File: config.mk
export PLATFORM = sky130hd
export DESIGN_NAME = instr_fetch_unit
export DESIGN_NICKNAME = d
export VERILOG_FILES = /design/src/rtl/instr_fetch_unit.sv
export SDC_FILE = /design/constraint.sdc
export NUM_CORES = 1
export LEC_CHECK = 0
export ABC_AREA = 1
export BUFFER_PORTS_ARGS = -buffer_cell sky130_fd_sc_hd__buf_4
export CORE_MARGIN = 2
export CORE_UTILIZATION = 40
export CTS_CLUSTER_DIAMETER = 60
export DETAILED_ROUTE_END_ITERATION = 10
export PLACE_DENSITY = 0.71
export SYNTH_ARGS = -nofsm -noshare
export SYNTH_HDL_FRONTEND = slang
export SYNTH_SLANG_ARGS = --single-unit
export TNS_END_PERCENT = 20
File: constraint.sdc
create_clock -name clk -period 3.2 [get_ports clk]
set_input_delay 0.32 -clock clk [delete_from_list [all_inputs] [get_ports clk]]
set_output_delay 0.32 -clock clk [all_outputs]
set_load 0.02 [all_outputs]
File: src/rtl/instr_fetch_unit.sv
// Fetch/issue sequencer: FETCH->WAIT->ISSUE per instruction (3 cycles at 1-cycle imem), stalls on branches and halts on stop.
// Holds instruction stable while instr_ready=0; optional IFU_PERF_CNT_EN adds saturating issue/stall counters.
module instr_fetch_unit #(
  parameter int              ADDR_W   = 8,
  parameter int              INSTR_W  = 16,
  parameter logic [ADDR_W-1:0] RESET_PC = '0
) (
  input  logic               clk,
  input  logic               rst,
  input  logic               start,
  output logic               imem_req,
  output logic [ADDR_W-1:0]  imem_addr,
  input  logic               imem_rvalid,
  input  logic [INSTR_W-1:0] imem_rdata,
  output logic               instr_valid,
  input  logic               instr_ready,
  output logic [INSTR_W-1:0] instr,
  output logic [3:0]         opcode,
  output logic [ADDR_W-1:0]  instr_pc,
  input  logic               br_resolve,
  input  logic               br_taken,
  input  logic [ADDR_W-1:0]  br_target,
  output logic               halted
`ifdef IFU_PERF_CNT_EN
  ,
  output logic [31:0]        issue_count,
  output logic [31:0]        stall_count
`endif
);

  typedef enum logic [2:0] {
    S_IDLE, S_FETCH, S_WAIT, S_ISSUE, S_BR_WAIT, S_HALT
  } state_t;

  state_t              state_q, state_d;
  logic [ADDR_W-1:0]   pc_q, pc_d;
  logic [ADDR_W-1:0]   imem_addr_q, imem_addr_d;
  logic [ADDR_W-1:0]   instr_pc_q, instr_pc_d;
  logic [INSTR_W-1:0]  instr_q, instr_d;
  logic                imem_req_q, imem_req_d;
  logic                instr_valid_q, instr_valid_d;
  logic                halted_q, halted_d;
  logic [3:0]          op;
  logic                hs;

  assign op = instr_q[INSTR_W-1 -: 4];
  assign hs = (state_q == S_ISSUE) && instr_valid_q && instr_ready;

  always_ff @(posedge clk or posedge rst) begin
    if (rst) begin
      state_q       <= S_IDLE;
      pc_q          <= RESET_PC;
      imem_addr_q   <= '0;
      instr_pc_q    <= '0;
      instr_q       <= '0;
      imem_req_q    <= 1'b0;
      instr_valid_q <= 1'b0;
      halted_q      <= 1'b0;
    end else begin
      state_q       <= state_d;
      pc_q          <= pc_d;
      imem_addr_q   <= imem_addr_d;
      instr_pc_q    <= instr_pc_d;
      instr_q       <= instr_d;
      imem_req_q    <= imem_req_d;
      instr_valid_q <= instr_valid_d;
      halted_q      <= halted_d;
    end
  end

  always_comb begin
    state_d    = state_q;
    pc_d       = pc_q;
    instr_d    = instr_q;
    instr_pc_d = instr_pc_q;
    case (state_q)
      S_IDLE:  if (start) state_d = S_FETCH;
      S_FETCH: state_d = S_WAIT;
      S_WAIT: begin
        if (imem_rvalid) begin
          instr_d    = imem_rdata;
          instr_pc_d = pc_q;
          pc_d       = pc_q + ADDR_W'(1);
          state_d    = S_ISSUE;
        end
      end
      S_ISSUE: begin
        if (hs) begin
          if (op == 4'hF) begin
            state_d = S_HALT;
          end else if (op[3]) begin
            // A resolve arriving with the handshake skips BR_WAIT entirely.
            if (br_resolve) begin
              if (br_taken) pc_d = br_target;
              state_d = S_FETCH;
            end else begin
              state_d = S_BR_WAIT;
            end
          end else begin
            state_d = S_FETCH;
          end
        end
      end
      S_BR_WAIT: begin
        if (br_resolve) begin
          if (br_taken) pc_d = br_target;
          state_d = S_FETCH;
        end
      end
      S_HALT: begin
        if (start) begin
          pc_d    = RESET_PC;
          state_d = S_FETCH;
        end
      end
      default: state_d = S_IDLE;
    endcase

    // Outputs are registered copies of what the next state implies.
    imem_req_d    = (state_d == S_FETCH);
    imem_addr_d   = (state_d == S_FETCH) ? pc_d : imem_addr_q;
    instr_valid_d = (state_d == S_ISSUE);
    halted_d      = (state_d == S_HALT);
  end

  assign imem_req    = imem_req_q;
  assign imem_addr   = imem_addr_q;
  assign instr_valid = instr_valid_q;
  assign instr       = instr_q;
  assign opcode      = op;
  assign instr_pc    = instr_pc_q;
  assign halted      = halted_q;

`ifdef IFU_PERF_CNT_EN
  logic [31:0] issue_cnt_q, stall_cnt_q;
  logic        stall_cond;

  assign stall_cond = (state_q == S_BR_WAIT) || ((state_q == S_ISSUE) && !instr_ready);

  always_ff @(posedge clk or posedge rst) begin
    if (rst) begin
      issue_cnt_q <= '0;
      stall_cnt_q <= '0;
    end else begin
      if (hs && (issue_cnt_q != 32'hFFFF_FFFF)) issue_cnt_q <= issue_cnt_q + 32'd1;
      if (stall_cond && (stall_cnt_q != 32'hFFFF_FFFF)) stall_cnt_q <= stall_cnt_q + 32'd1;
    end
  end

  assign issue_count = issue_cnt_q;
  assign stall_count = stall_cnt_q;
`endif

endmodule
==> summary by stage, run 1 <==
Final layout
Of the cells placed in the final design, the portion with a size suffix greater than 1 is 0.2667. In the layout the commonest cells are 143 x sky130_fd_sc_hd__nand2_1, 70 x sky130_fd_sc_hd__buf_4, 46 x sky130_fd_sc_hd__dfrtp_1, 25 x sky130_fd_sc_hd__nor2_1, 21 x sky130_fd_sc_hd__inv_1. From synthesis to final layout, the design area changed by 25.96%. For this run, the share of the core covered by cells in the final layout is 0.5188.

After routing the design area is 3072 sq um. The final non-filler cell total is 465. The repair_antennas step left the layout with diodes totalling 0. Leaving out fill and tap cells, the most frequent cell in the layout is sky130_fd_sc_hd__nand2_1. At the end of the flow, the number of nets in the layout was 422.

Timing
The worst clock skew on the final layout is 0.009108 ns. For this run, the top clock speed supported by timing is 520.3 MHz. Headroom to the max-slew limit came out at 0.3893.

Setup violations remaining at the end of the flow were counted as 0. Setup slack on the critical path of the routed design comes to 1.278 ns. Adding up every negative setup slack in the final design gives 0 ns. The count of pins over their slew limit is 0. The worst-margin pin slew is 0.9148 ns. Setup repair after global routing left no endpoint under its margin. The hold violation count in the final report is 0. The shortest clock period the worst path allows after layout is 1.922 ns. In the finished design, the share of the clock period the worst path needs comes to 0.6007.

Placement
The half-perimeter wire length of the detailed placement result is 4.219 mm. The total cell area at the placement stage is 2982 sq um. The number of port buffers is 69.

The routability congestion estimate from global placement is 0.9266. The placed cell count is 457. Timing analysis after detailed placement gives a worst setup slack of 1.315 ns.

Flow run
The tool flagged a number of max-cap violations equal to 0.

Power
Of the total power, the share spent switching nets is 0.4589. In this run the static leakage power is 1.699 nW. The sequential fraction of design power is 0.361. The power per cell area is 911.4 nW/um^2. The maximum VDD drop is 0.3733 mV. Of the total power, combinational logic draws 0.515. The clock share of power is 0.124. The cell-internal power is 1.515 mW.

The analysis attributes to net switching a power of 1.285 mW.

Detailed routing
Dividing the detail-routed via count by the number of cells gives 4.815. The count of routing violations after the opening detailed-route iteration is 109. The post-route DRC violation count is 0. The routed design has 5.569 mm of wire. The number of detailed-routing iterations run before antenna repair is 4. In the final routed layout, each cell accounts on average for 11.98 um. The detailed router placed 2,239 vias in this run. The remaining antenna violation count is 0.

Synth
Synthesis produced a netlist with a net count of 358. The flip-flop and latch count after synthesis is 46. The synthesized instance count is 325. The share of the yosys chip area belonging to registers is 0.4720. The netlist uses 25 different library cells.

Yosys printed 0 warnings. By area the synthesized netlist is led by sky130_fd_sc_hd__dfrtp_1 47%, sky130_fd_sc_hd__nand2_1 22%, sky130_fd_sc_hd__nand3_1 3.9%. The share of synthesized area in the top cell type comes to 0.4720. The post-synthesis area per instance is 7.503 sq um. The biggest area consumer among synthesized cells is sky130_fd_sc_hd__dfrtp_1. The mapped netlist covers 2439 sq um.

Critical path
The endpoint required time on the critical path is 3.40 ns. The critical path in this run is classified as flop to flop. STA classifies the critical path endpoint as a flop.

For the worst setup path, the data arrival time is 2.12 ns. The worst setup path is launched from a flop. The biggest fanout along the worst timing path is 12.

Clock network
For this design, the sink count on the clock tree is 46. CTS built an H-tree with a depth of 2. The CTS tree is built. The TritonCTS buffer count is 5. The root buffer cell chosen for the clock tree is sky130_fd_sc_hd__clkbuf_8. The number of buffers inserted by post-CTS setup repair is 0. After clock tree synthesis, the clock-pin slew on the worst setup and hold paths is 0.08 ns. The number of resized instances in the post-cts repair step is 0. Buffers inserted to repair hold after CTS numbered 0. The insertion delay of the later-clocked pin in the worst-skew pair is 0.30 ns. The maximum buffer depth of the clock tree is 2.

Floorplan
The die height is 82.08 um. For this design the top-level I/O count stands at 70. The floorplan step defined a die boundary enclosing 6737 sq um. The placeable core area is 5921 sq um. The die boundary width is 82.08 um. After floorplanning, the core was divided into 28 placement rows. The effective utilization at floorplan is 0.4119.

GRT
The number of global-route vias before repair is 2,067. The total routing usage reported by global routing is 0.1749. The first global-routing pass estimated 9.039 mm of wire. The number of antenna violations at the first check in global routing is 0. Entering global routing, the biggest net connects 47 pins. Summed over all layers, the global routing overflow is 0.

Min path
The worst hold path class is input pin to flop.

Run status
The run finished with clean final reports.
==> kinds of logic (layout without fill, tap and decap cells) <==
kind of cell | after synthesis | after routing | share of synthesized area
AND/OR/NAND/NOR | 208 | 208 | 0.3735
adder cells (fa/ha/maj) | 2 | 2 | 0.01026
flip-flops | 46 | 46 | 0.4720
buffers and inverters | 39 | 104 | 0.07132
AO/OA/AOI/OAI | 30 | 30 | 0.07286
==> registers in the layout, summed over array words and instances (netlist names) <==
name,flops
imem_addr,8
instr_valid,1
imem_req,1
instr,16
halted,1
state_q,3
instr_pc,8
pc_q,8
==> worst paths after layout <==
check	from	end	slack (ns)	depth (start not counted)
max	state_q[2]	imem_addr[5]	1.28	8
min	imem_rdata[7]	instr[7]	0.21	3
max reg2reg	state_q[2]	imem_addr[5]	1.28	8
min reg2reg	imem_addr[3]	imem_addr[3]	0.48	2
max in group asynchronous	rst	instr_valid	2.41	2
min in group asynchronous	rst	instr[4]	0.22	2
==> synth_stat cells <==
| library cell | number |
|---|---|
| sky130_fd_sc_hd__nor2_2 | 3 |
| sky130_fd_sc_hd__clkbuf_1 | 1 |
| sky130_fd_sc_hd__inv_2 | 4 |
| sky130_fd_sc_hd__buf_4 | 5 |
| sky130_fd_sc_hd__nor2_1 | 25 |
| sky130_fd_sc_hd__o211ai_1 | 1 |
| sky130_fd_sc_hd__o21ai_0 | 11 |
| sky130_fd_sc_hd__nor2_8 | 1 |
| sky130_fd_sc_hd__nand2_1 | 143 |
| sky130_fd_sc_hd__nand2_2 | 6 |
| sky130_fd_sc_hd__nand3_1 | 19 |
| sky130_fd_sc_hd__o22ai_2 | 1 |
| sky130_fd_sc_hd__nand3_4 | 1 |
| sky130_fd_sc_hd__a21oi_1 | 14 |
| sky130_fd_sc_hd__o21ai_4 | 1 |
| sky130_fd_sc_hd__dfrtp_1 | 46 |
| sky130_fd_sc_hd__a22oi_1 | 1 |
| sky130_fd_sc_hd__nor3_1 | 3 |
| sky130_fd_sc_hd__inv_1 | 22 |
| sky130_fd_sc_hd__o21ai_2 | 1 |
| sky130_fd_sc_hd__nor2_4 | 2 |
| sky130_fd_sc_hd__nand3_2 | 2 |
| sky130_fd_sc_hd__ha_1 | 2 |
| sky130_fd_sc_hd__buf_2 | 7 |
| sky130_fd_sc_hd__nand2_4 | 3 |
==> critical path, cell delays in order, from the launching register on <==
cell,delay [ns]
sky130_fd_sc_hd__dfrtp_1,0.51
sky130_fd_sc_hd__ha_1,0.56
sky130_fd_sc_hd__inv_1,0.15
sky130_fd_sc_hd__nor2_1,0.18
sky130_fd_sc_hd__o21ai_2,0.13
sky130_fd_sc_hd__nand2_1,0.08
sky130_fd_sc_hd__nand3_1,0.10
sky130_fd_sc_hd__nand2_1,0.08
sky130_fd_sc_hd__nand2_1,0.05
==> power groups by stage <==
stage	registers [mW]	logic, mW	clock network [mW]
floorplan	1.21	0.757	0
global route	1.04	1.61	0.388
global placement	1.02	1.42	0
detailed placement	1.02	1.45	0
CTS	1.01	1.46	0.363
finish	1.01	1.44	0.346
==> cell type report <==
cell class	instances	area, sq um
multi-input cells	240	1114
well taps	75	93.84
fillers	569	2849
flip-flops and latches	46	1151
inverters	26	97.59
clock buffers	5	68.82
repair buffers	70	525.5
clock inverters	3	21.27
==> through the flow <==
step | total power [mW] | hold WS [ns]
after global routing | 3.035 | 0.1984
after detailed placement | 2.476 | 0.4636
after global placement | 2.440 | 0.4619
after CTS | 2.835 | 0.2052
final | 2.799 | 0.2104
after floorplan | 1.969 | 0.4296
==> per-layer routing <==
metal	part of all wire	wire length, um	track usage	up-vias
met5	0	0	0	-
met4	0.015	85	0.06000	0
met3	0.091	509	0.03736	8
met2	0.45	2487	0.2919	103
met1	0.45	2486	0.2249	986
li1	-	-	-	1142
Power figures use the tool's default switching activity.
==> run 2, diff against run 1 <==
==> constraint.sdc (replaced) <==
create_clock -name clk -period 1.9 [get_ports clk]
set_input_delay 0.19 -clock clk [delete_from_list [all_inputs] [get_ports clk]]
set_output_delay 0.19 -clock clk [all_outputs]
set_load 0.02 [all_outputs]
==> summary by stage, run 2 (synthesized netlist as in run 1, its figures left out) <==
Floorplan
The overall die area is 6737 sq um (unchanged). The die height was 82.08 um (unchanged). The effective utilization at floorplan was 0.4119 (unchanged). The number of I/O pins is 70 (unchanged). The placeable core area is 5921 sq um (unchanged). The number of rows created at floorplan was 28 (unchanged).

The die boundary width is 82.08 um (unchanged).

Power
The total power draw is 4.885 mW (was 2.799 mW). The leakage power of the design was 1.742 nW (was 1.699 nW). The maximum VDD drop came to 0.5668 mV (was 0.3733 mV). The power per cell area was 1558 nW/um^2 (was 911.4 nW/um^2).

Placement
The total cell area at the placement stage came to 3027 sq um (was 2982 sq um). The routability congestion estimate from global placement came to 0.8856 (was 0.9266). The number of port buffers is 69 (unchanged). The half-perimeter wire length of the detailed placement result is 4.488 mm (was 4.219 mm).

Timing
The relative slew slack is 0.5620 (was 0.3893). The setup TNS after final layout was 0 ns (unchanged). The worst clock skew on the final layout is 0.007240 ns (was 0.009108 ns).

Unrepaired setup endpoints after global routing: no (unchanged). The smallest hold slack is -0.02056 ns (was 0.2104 ns). The total of endpoints with negative setup slack in the final report was 0 (unchanged). The count of pins over their slew limit is 0 (unchanged). The worst-margin pin slew is 0.6560 ns (was 0.9148 ns).

The timing-limited maximum frequency is 580.7 MHz (was 520.3 MHz). The hold violation count in the final report is 29 (was 0). The shortest clock period the worst path allows after layout came to 1.722 ns (was 1.922 ns). The ratio of final minimum period to clock period is 0.9063 (was 0.6007).

Clock network
The number of H-tree levels is 2 (unchanged). The number of buffers inserted for hold repair after clock tree synthesis is 0 (unchanged). The number of resized instances in the post-cts repair step is 0 (unchanged). The buffer cell driving the clock tree root is sky130_fd_sc_hd__clkbuf_8 (unchanged). The clock-pin transition on the worst setup and hold timing paths was 0.08 ns (about the same).

The CTS tree is built (unchanged). The maximum buffer depth of the clock tree was 2 (unchanged). The number of buffers inserted by post-CTS setup repair is 0 (unchanged). The clock sink count is 46 (unchanged). The insertion delay of the later-clocked pin in the worst-skew pair came to 0.30 ns (about the same). The TritonCTS buffer count came to 5 (unchanged).

GRT
The total overflow reported by the global router came to 0 (unchanged). The number of antenna violations at the first check in global routing is 0 (unchanged). The pin count of the biggest net entering global routing was 32 (was 47). The number of global-route vias before repair is 2,016 (was 2,067). The total routing usage reported by global routing is 0.1757 (was 0.1749). The global-route wire length before repair is 9.018 mm (was 9.039 mm).

Critical path
The kind of start point of the critical path was a flop (unchanged). The arrival time reported for the critical path endpoint was 1.92 ns (was 2.12 ns). The biggest fanout along the worst timing path came to 8 (was 12). The classification of the worst setup path is flop to flop (unchanged). The endpoint required time on the critical path is 2.10 ns (was 3.40 ns). The capturing element type of the critical path is a flop (unchanged).

Detailed routing
The wire length per cell was 12.43 um (was 11.98 um). The number of detailed-routing iterations run before antenna repair is 4 (unchanged). The remaining antenna violation count is 0 (unchanged). The post-route DRC violation count is 0 (unchanged). The overall via count from detail_route is 2,266 (was 2,239). The post-detailed-route via-to-cell ratio is 4.811 (was 4.815). The routed wire length is 5.855 mm (was 5.569 mm). The count of routing violations after the opening detailed-route iteration is 95 (was 109).

Final layout
Commonest cells after routing, fill and taps aside: 143 x sky130_fd_sc_hd__nand2_1, 76 x sky130_fd_sc_hd__buf_4, 46 x sky130_fd_sc_hd__dfrtp_1, 25 x sky130_fd_sc_hd__nor2_1, 21 x sky130_fd_sc_hd__inv_1 (was 143 x sky130_fd_sc_hd__nand2_1, 70 x sky130_fd_sc_hd__buf_4, 46 x sky130_fd_sc_hd__dfrtp_1, 25 x sky130_fd_sc_hd__nor2_1, 21 x sky130_fd_sc_hd__inv_1). The summed area of non-filler cells in the final layout is 3136 sq um (was 3072 sq um). The sequential cell area came to 1151 sq um (unchanged). The number of inserted filler cells in the final layout is 565 (was 569). The number of antenna diodes is 0 (unchanged). The net total in the final layout is 428 (was 422).

The proportion of layout cells with a drive suffix above 1 is 0.2778 (was 0.2667). The most common library cell in the layout ignoring fill and taps is sky130_fd_sc_hd__nand2_1 (unchanged). The number of flip-flops under the largest register name is 16 (unchanged). The relative area change from synthesis to final layout is 28.58% (was 25.96%).

The multi-input combinational cell area is 1114 sq um (unchanged).

Run status
The checks that failed: negative hold slack. Outcome: complete, but fails checks (was finished, final reports clean).

Flow run
The number of maximum-capacitance violations is 0 (unchanged).

Min path
The worst hold path class is input pin to asynchronous set/reset pin (was input pin to flop).
==> run 2: worst max-delay path: stages (launching register included) <==
cell	delay, ns
sky130_fd_sc_hd__dfrtp_1	0.45
sky130_fd_sc_hd__ha_1	0.46
sky130_fd_sc_hd__inv_1	0.12
sky130_fd_sc_hd__nor2_1	0.16
sky130_fd_sc_hd__o21ai_2	0.13
sky130_fd_sc_hd__nand2_1	0.08
sky130_fd_sc_hd__nand3_1	0.09
sky130_fd_sc_hd__nand2_1	0.08
sky130_fd_sc_hd__nand2_1	0.05
==> run 2: cell type report <==
| cell class | instances | area share |
|---|---|---|
| sequential | 46 | 0.3671 |
| multi-input combinational | 240 | 0.3551 |
| timing repair buffer | 76 | 0.1820 |
| inverter | 26 | 0.03113 |
| tap | 75 | 0.02993 |
| clock buffer | 5 | 0.02195 |
| clock inverter | 3 | 0.01277 |
==> run 2: through the flow <==
step                hold WS [ns]  instances  utilization  setup WS (ns)
floorplan                 0.2996        325            -         0.2612
global placement          0.3266        463       0.5112         0.2769
detailed placement        0.3331        463       0.5112         0.2074
CTS                     0.002765        471       0.5296         0.1967
global route             0.03556        471       0.5296        0.03153
finish                  -0.02056        471       0.5296         0.1780
==> run 2: layer usage <==
layer / up-vias / GRT usage / share of wire
met5: - / 0 / 0
met4: 0 / 0.07000 / 0.016
met3: 10 / 0.04066 / 0.086
met2: 86 / 0.2992 / 0.45
met1: 1023 / 0.2144 / 0.45
li1: 1147 / - / -
==> run 2: report_power, final <==
part	total [mW]	switching, mW	internal [mW]
clock	0.706	0.319	0.387
combinational	2.48	1.53	0.946
sequential	1.70	0.320	1.38
==> run 2: final timing paths <==
kind                               start            to  slack [ns]  cells after the start
setup / recovery              state_q[1]  imem_addr[5]        0.18                      8
hold / removal                       rst      instr[4]       -0.02                      2
setup reg to reg              state_q[1]  imem_addr[5]        0.18                      8
hold reg to reg             imem_addr[3]  imem_addr[3]        0.48                      2
max in group asynchronous            rst    state_q[0]        1.33                      3
min in group clk           imem_rdata[9]      instr[9]        0.08                      3
